### src/rtl/nx1_pkg.sv
// Shared constants and types for the X1 I/O mode-latch block: PIA register
// indices, DAM bit position, wait counter width and wait FSM encoding.
package nx1_pkg;

  localparam logic [1:0] PIA_PORTC   = 2'd2;
  localparam logic [1:0] PIA_BSR     = 2'd3;
  localparam int         DAM_BIT     = 5;
  localparam logic [2:0] DAM_BSR_SEL = 3'b101;
  localparam int         CNT_W       = 4;

  typedef enum logic {
    ST_IDLE = 1'b0,
    ST_WAIT = 1'b1
  } wait_state_t;

  // Returns {set, clr} for a PIA write; DAM tracks port C bit 5 inverted.
  function automatic logic [1:0] pia_dam_decode(input logic [1:0] a, input logic [7:0] d);
    logic [1:0] r;
    r = 2'b00;
    if (a == PIA_PORTC) begin
      r = d[DAM_BIT] ? 2'b01 : 2'b10;
    end else if (a == PIA_BSR && !d[7] && d[3:1] == DAM_BSR_SEL) begin
      r = d[0] ? 2'b01 : 2'b10;
    end
    return r;
  endfunction

endpackage

### src/rtl/nx1_io_edge.sv
// Two-register sampler for a bus condition, producing the first-stage level
// and a one-clock pulse on its rising edge.
module nx1_io_edge (
  input  logic clk_i,
  input  logic rst_i,
  input  logic lvl_i,
  output logic s1_o,
  output logic pulse_o
);

  logic s1_q, s2_q;

  always_ff @(posedge clk_i) begin
    if (rst_i) begin
      s1_q <= 1'b0;
      s2_q <= 1'b0;
    end else begin
      s1_q <= lvl_i;
      s2_q <= s1_q;
    end
  end

  assign s1_o    = s1_q;
  assign pulse_o = s1_q & ~s2_q;

endmodule

### src/rtl/nx1_iomode.sv
// X1 mode latches (IPL select, DAM) and I/O cycle strobes with optional VRAM
// wait sequencer, built only when NX1_IOWAIT_EN is defined.
//   state   | meaning
//   ST_IDLE | no wait requested, O_WAIT_n high
//   ST_WAIT | counting VRAM wait states, O_WAIT_n low
module nx1_iomode
  import nx1_pkg::*;
#(
  parameter int unsigned WAIT_CYC = 2
) (
  input  logic       I_CLK,
  input  logic       I_RESET,
  input  logic       I_IORQ_n,
  input  logic       I_RD_n,
  input  logic       I_WR_n,
  input  logic [7:0] I_D,
  input  logic [1:0] I_A,
  input  logic       I_IPL_SET_CS,
  input  logic       I_IPL_RES_CS,
  input  logic       I_PIA_CS,
  input  logic       I_DAM_CLR,
  input  logic       I_VRAM_CS,
  output logic       O_IPL_SEL,
  output logic       O_DAM,
  output logic       O_IOWR_STB,
  output logic       O_IORD_STB,
  output logic       O_WAIT_n
);

  logic io_wr, io_rd;
  logic wr_s1, rd_s1, clr_s1;
  logic wr_stb, rd_stb, clr_stb;
  logic ipl_q, ipl_d;
  logic dam_q, dam_d;
  logic dam_set, dam_clr;

  assign io_wr = ~I_IORQ_n & ~I_WR_n;
  assign io_rd = ~I_IORQ_n & ~I_RD_n;

  nx1_io_edge u_wr (
    .clk_i  (I_CLK),
    .rst_i  (I_RESET),
    .lvl_i  (io_wr),
    .s1_o   (wr_s1),
    .pulse_o(wr_stb)
  );

  nx1_io_edge u_rd (
    .clk_i  (I_CLK),
    .rst_i  (I_RESET),
    .lvl_i  (io_rd),
    .s1_o   (rd_s1),
    .pulse_o(rd_stb)
  );

  nx1_io_edge u_clr (
    .clk_i  (I_CLK),
    .rst_i  (I_RESET),
    .lvl_i  (I_DAM_CLR),
    .s1_o   (clr_s1),
    .pulse_o(clr_stb)
  );

  always_comb begin
    ipl_d = ipl_q;
    if (wr_stb & I_IPL_RES_CS) begin
      ipl_d = 1'b0;
    end else if (wr_stb & I_IPL_SET_CS) begin
      ipl_d = 1'b1;
    end
  end

  assign {dam_set, dam_clr} = pia_dam_decode(I_A, I_D) & {2{wr_stb & I_PIA_CS}};

  always_comb begin
    dam_d = dam_q;
    if (dam_clr | clr_stb) begin
      dam_d = 1'b0;
    end else if (dam_set) begin
      dam_d = 1'b1;
    end
  end

  always_ff @(posedge I_CLK) begin
    if (I_RESET) begin
      ipl_q <= 1'b1;
      dam_q <= 1'b0;
    end else begin
      ipl_q <= ipl_d;
      dam_q <= dam_d;
    end
  end

  assign O_IPL_SEL  = ipl_q;
  assign O_DAM      = dam_q;
  assign O_IOWR_STB = wr_stb;
  assign O_IORD_STB = rd_stb;

`ifdef NX1_IOWAIT_EN
  wait_state_t      state_q, state_d;
  logic [CNT_W-1:0] cnt_q, cnt_d;
  logic             act_wr_q, act_wr_d;
  logic             act_s1;
  logic             unused_ok;

  // Abort tracks whichever cycle type opened the wait.
  assign act_s1 = act_wr_q ? wr_s1 : rd_s1;

  always_comb begin
    state_d  = state_q;
    cnt_d    = cnt_q;
    act_wr_d = act_wr_q;
    case (state_q)
      ST_IDLE: begin
        if ((wr_stb | rd_stb) & I_VRAM_CS & (WAIT_CYC != 0)) begin
          state_d  = ST_WAIT;
          cnt_d    = CNT_W'(WAIT_CYC - 1);
          act_wr_d = wr_stb;
        end
      end
      ST_WAIT: begin
        if (!act_s1 || cnt_q == '0) begin
          state_d = ST_IDLE;
        end else begin
          cnt_d = cnt_q - 1'b1;
        end
      end
      default: state_d = ST_IDLE;
    endcase
  end

  always_ff @(posedge I_CLK) begin
    if (I_RESET) begin
      state_q  <= ST_IDLE;
      cnt_q    <= '0;
      act_wr_q <= 1'b0;
    end else begin
      state_q  <= state_d;
      cnt_q    <= cnt_d;
      act_wr_q <= act_wr_d;
    end
  end

  assign O_WAIT_n  = (state_q != ST_WAIT);
  assign unused_ok = clr_s1;
`else
  logic unused_ok;

  assign O_WAIT_n  = 1'b1;
  assign unused_ok = ^{clr_s1, wr_s1, rd_s1, I_VRAM_CS, CNT_W'(WAIT_CYC)};
`endif

endmodule

### config.mk
export PLATFORM = sky130hd
export DESIGN_NAME = nx1_iomode
export DESIGN_NICKNAME = d
export VERILOG_FILES = /design/src/rtl/nx1_pkg.sv /design/src/rtl/nx1_io_edge.sv /design/src/rtl/nx1_iomode.sv
export SDC_FILE = /design/constraint.sdc
export NUM_CORES = 1
export LEC_CHECK = 0
export ABC_AREA = 0
export BUFFER_PORTS_ARGS = -buffer_cell sky130_fd_sc_hd__buf_2
export CORE_AREA = 2 2 39 41
export CTS_CLUSTER_DIAMETER = 100
export CTS_CLUSTER_SIZE = 24
export DETAILED_ROUTE_END_ITERATION = 6
export DIE_AREA = 0 0 41 43
export PLACE_DENSITY = 0.56
export RECOVER_POWER = 100
export SYNTH_ARGS = -nofsm -noshare
export SYNTH_HDL_FRONTEND = slang
export SYNTH_SLANG_ARGS = --single-unit
export TNS_END_PERCENT = 20
### constraint.sdc
create_clock -name I_CLK -period 2.3 [get_ports I_CLK]
set_input_delay 0.23 -clock I_CLK [delete_from_list [all_inputs] [get_ports I_CLK]]
set_output_delay 0.23 -clock I_CLK [all_outputs]
set_load 0.05 [all_outputs]
==> results.txt <==
* Outcome: finished, final reports clean
* Number of enable-type register cells in the synthesized netlist: 0
- Yosys warnings: 0
* Std cell rows: 14
* Leakage: 0.1969 nW
* Area of placed instances: 434.2 um2
* Die W: 41 um
* Remaining global-route overflow: 0
- Total die area: 1763 um2
- The core region is 1384 um2.
- Max Freq: 685.6 MHz
- In the routed layout, each cell is associated on average with a via count of 4.338.
- Clk Latency, worst-skew pair: 0.24 ns
* Mux cell area share after synthesis: 3.113%
* Resize count post-CTS: 0
- Worst-case headroom to the max-slew limit: 60.45%
* Xor/xnor cell area share of the yosys netlist: 0%
- The via count of the first global-routing pass is 245.
- Starting DRT DRC Count: 0
* Total detailed-routing wirelength: 611 um
* Pwr per Cell Area: 640.2 nW/um2
* Overall track demand over capacity in global routing: 8.258%
* Layout Utilization: 32.10%
- Counting flops with an async set or reset pin after synthesis yields a share of 0%.
* Fraction of final layout cells with drive strength greater than 1: 40.38%
- Setup TNS: 0 ns
- Post-DRT Antenna Nets: 0
* Combined area of the multi-input logic cells: 143.9 um2
* Setup repair after global routing missed its margin: false
* Main flop type after synthesis: dfxtp_1
* Worst clock skew: 0.003786 ns
- Number of vias in the routed layout: 295
* Count of endpoints failing hold in the final timing report: 0
- TritonCTS built the clock tree.
* Delay of the slowest critical-path stage: 0.47 ns
- For the worst setup path, the data required time is 2.07 ns.
* Weighted congestion at the end of routability-driven global placement: 0.6767
- The number of antenna violations at the first check in global routing is 0.
* Critical path capture point type: output pin
- Area Growth Syn to Fin: 38.13%
- Slew Viols, Final: 0
- Total power: 284.3 uW
* Maximum Capacitance Violations: 0
- Entering global routing, the biggest net connects 9 pins.
- After Yosys synthesis, full adders, half adders and majority gates account for 0% of the synthesized area.
- Die Y-Extent: 43 um
- Share of the clock period used by the worst path after layout: 63.41%
- Number of setup violations in the final report: 0
* Actual slew at the worst max-slew pin: 0.5958 ns
- In this run the deepest clock path goes through 2 buffers.
- Fraction of the yosys area taken by sequential cells: 49.81%
* Number of design rule violations left after detail routing: 0
- Wire length of the first global-routing pass: 897 um
* Critical path data arrival time: 1.23 ns
- Number of buffers created by CTS: 3
- The mapped netlist covers 321.6 um2.
- Share of the synthesized area in compound gates (AO/OA/AOI/OAI): 6.226%
- Counting distinct cell types in the post-synthesis netlist gives 17.
- Dividing the detail-routed wire length by the instance count gives 8.985 um.
- The wire-length estimate of the detail-placed layout is 483.8 um.
* H-tree levels: 1
* Dominant combinational cell family by area after synthesis: simple AND/OR/NAND/NOR gates
* Crit Path Max Fanout: 3
- The cell count after synthesis came out at 30.
- Clock-pin slew was measured on the worst setup and hold paths at 0.05 ns.
- Worst setup path class: reg2out
* Top Ports: 25
- Sinks on the clock net: 8
- Hold-fix buffers at CTS: 0
* Buffers inserted by post-CTS timing repair: 0
- Nets@finish: 74
* Seq cells post-synth: 8
- Cells along the critical path: and2b_2 -> clkbuf_1
* Effective utilization at floorplan: 23.24%
* Tmin final: 1.459 ns
- Mean instance size in the synthesized netlist: 10.72 um2
* Crit-path slowest cell: clkbuf_1
- Count of filler cells inserted in the layout: 155
- PortBufs: 20
- Sequential standard cell area: 160.2 um2
- Net count after synthesis: 50
* Peak supply drop: 0.0002794 V
- The synthesized netlist devotes 36.19% of its cell area to simple gates.
- Kind of start point of the critical path: flop
- The repair_antennas step left the layout with diodes totalling 0.
* Classification of the worst-slack hold path: in2reg
- Number of iterations in the first detailed-routing pass: 1
* Final design area excluding fillers: 444.2 um2
* Clock root cell: clkbuf_4
==> path summary, 6_finish.rpt <==
| kind | startpoint | end | slack, ns | cells past startpoint |
|---|---|---|---|---|
| worst max-delay path | u_wr.s2_q$_SDFF_PP0_ | O_IOWR_STB | 0.84 | 2 |
| worst min register to register | u_clr.s1_o$_SDFF_PP0_ | u_clr.s2_q$_SDFF_PP0_ | 0.46 | 1 |
| worst max register to register | u_wr.s2_q$_SDFF_PP0_ | O_DAM$_SDFFE_PP0P_ | 1.23 | 3 |
| worst min-delay path | I_WR_n | u_wr.s1_o$_SDFF_PP0_ | 0.14 | 2 |
==> registers in the layout, indices dropped and copies added (netlist names) <==
signal and count:
O_DAM 1, O_IPL_SEL 1, u_clr.s1_o 1, u_clr.s2_q 1, u_rd.s1_o 1, u_rd.s2_q 1
u_wr.s1_o 1, u_wr.s2_q 1
==> per-stage QoR <==
| step | setup WS (ns) | hold WS (ns) | instances |
|---|---|---|---|
| after global routing | 0.7879 | 0.1311 | 68 |
| after global placement | 1.229 | 0.3885 | 65 |
| after detailed placement | 1.227 | 0.3896 | 65 |
| after floorplan | 1.060 | 0.3011 | 30 |
| final | 0.8415 | 0.1365 | 68 |
| after CTS | 1.038 | 0.1277 | 68 |
==> critical path, delay by kind of cell (launching register included) <==
kind,cells,cell delay (ns)
flip-flops,1,0.30
AND/OR/NAND/NOR,1,0.22
buffers and inverters,1,0.47
==> final cells by class <==
cell class	instances	share of cell area, %
repair buffers	20	21.13
flip-flops and latches	8	36.06
inverters	1	0.8451
well taps	16	4.507
clock buffers	3	5.070
multi-input cells	20	32.39
==> cell usage after synthesis (2+ instances only) <==
cell type	count	share of area [%]
a21o_1	2	4.7
nor3_1	2	3.1
dfxtp_1	8	50
nor2b_1	5	9.7
==> cells in the final DEF (no fill, tap or decap) <==
master    netlist  final
and2b_2         1      1
and4_4          1      1
and4b_1         1      1
a21o_1          2      2
nor3b_1         1      1
buf_2           0     15
mux2i_1         1      1
inv_1           1      1
clkbuf_4        0      3
conb_1          1      1
clkbuf_1        0      5
and4bb_2        1      1
nand2_1         1      1
a21oi_1         1      1
nor3_1          2      2
nor2b_1         5      5
nor4b_1         0      1
dfxtp_1         8      8
nand2b_1        1      1
==> where the power goes <==
group	internal, mW	switching (mW)
clock network	0.0594	0.0427
registers	0.143	0.00181
logic	0.0164	0.0206
==> metal layers <==
| metal | track usage [%] | part of all wire (%) | up-vias | routed length (um) |
|---|---|---|---|---|
| li1 | - | - | 149 | - |
| met1 | 8.766 | 40 | 130 | 246 |
| met2 | 10.63 | 45 | 14 | 278 |
| met3 | 4.712 | 13 | 2 | 77 |
| met4 | 8.000 | 1.3 | 0 | 8 |
| met5 | 0 | 0 | - | 0 |
==> cells by family (layout without fill, tap and decap cells) <==
| kind of cell | Yosys count | count (layout) |
|---|---|---|
| buf+inv | 2 | 24 |
| other cells | 1 | 1 |
| flops | 8 | 8 |
| compound gates | 3 | 3 |
| simple gates | 15 | 15 |
| mux | 1 | 1 |
(Power assumes the default switching activity.)
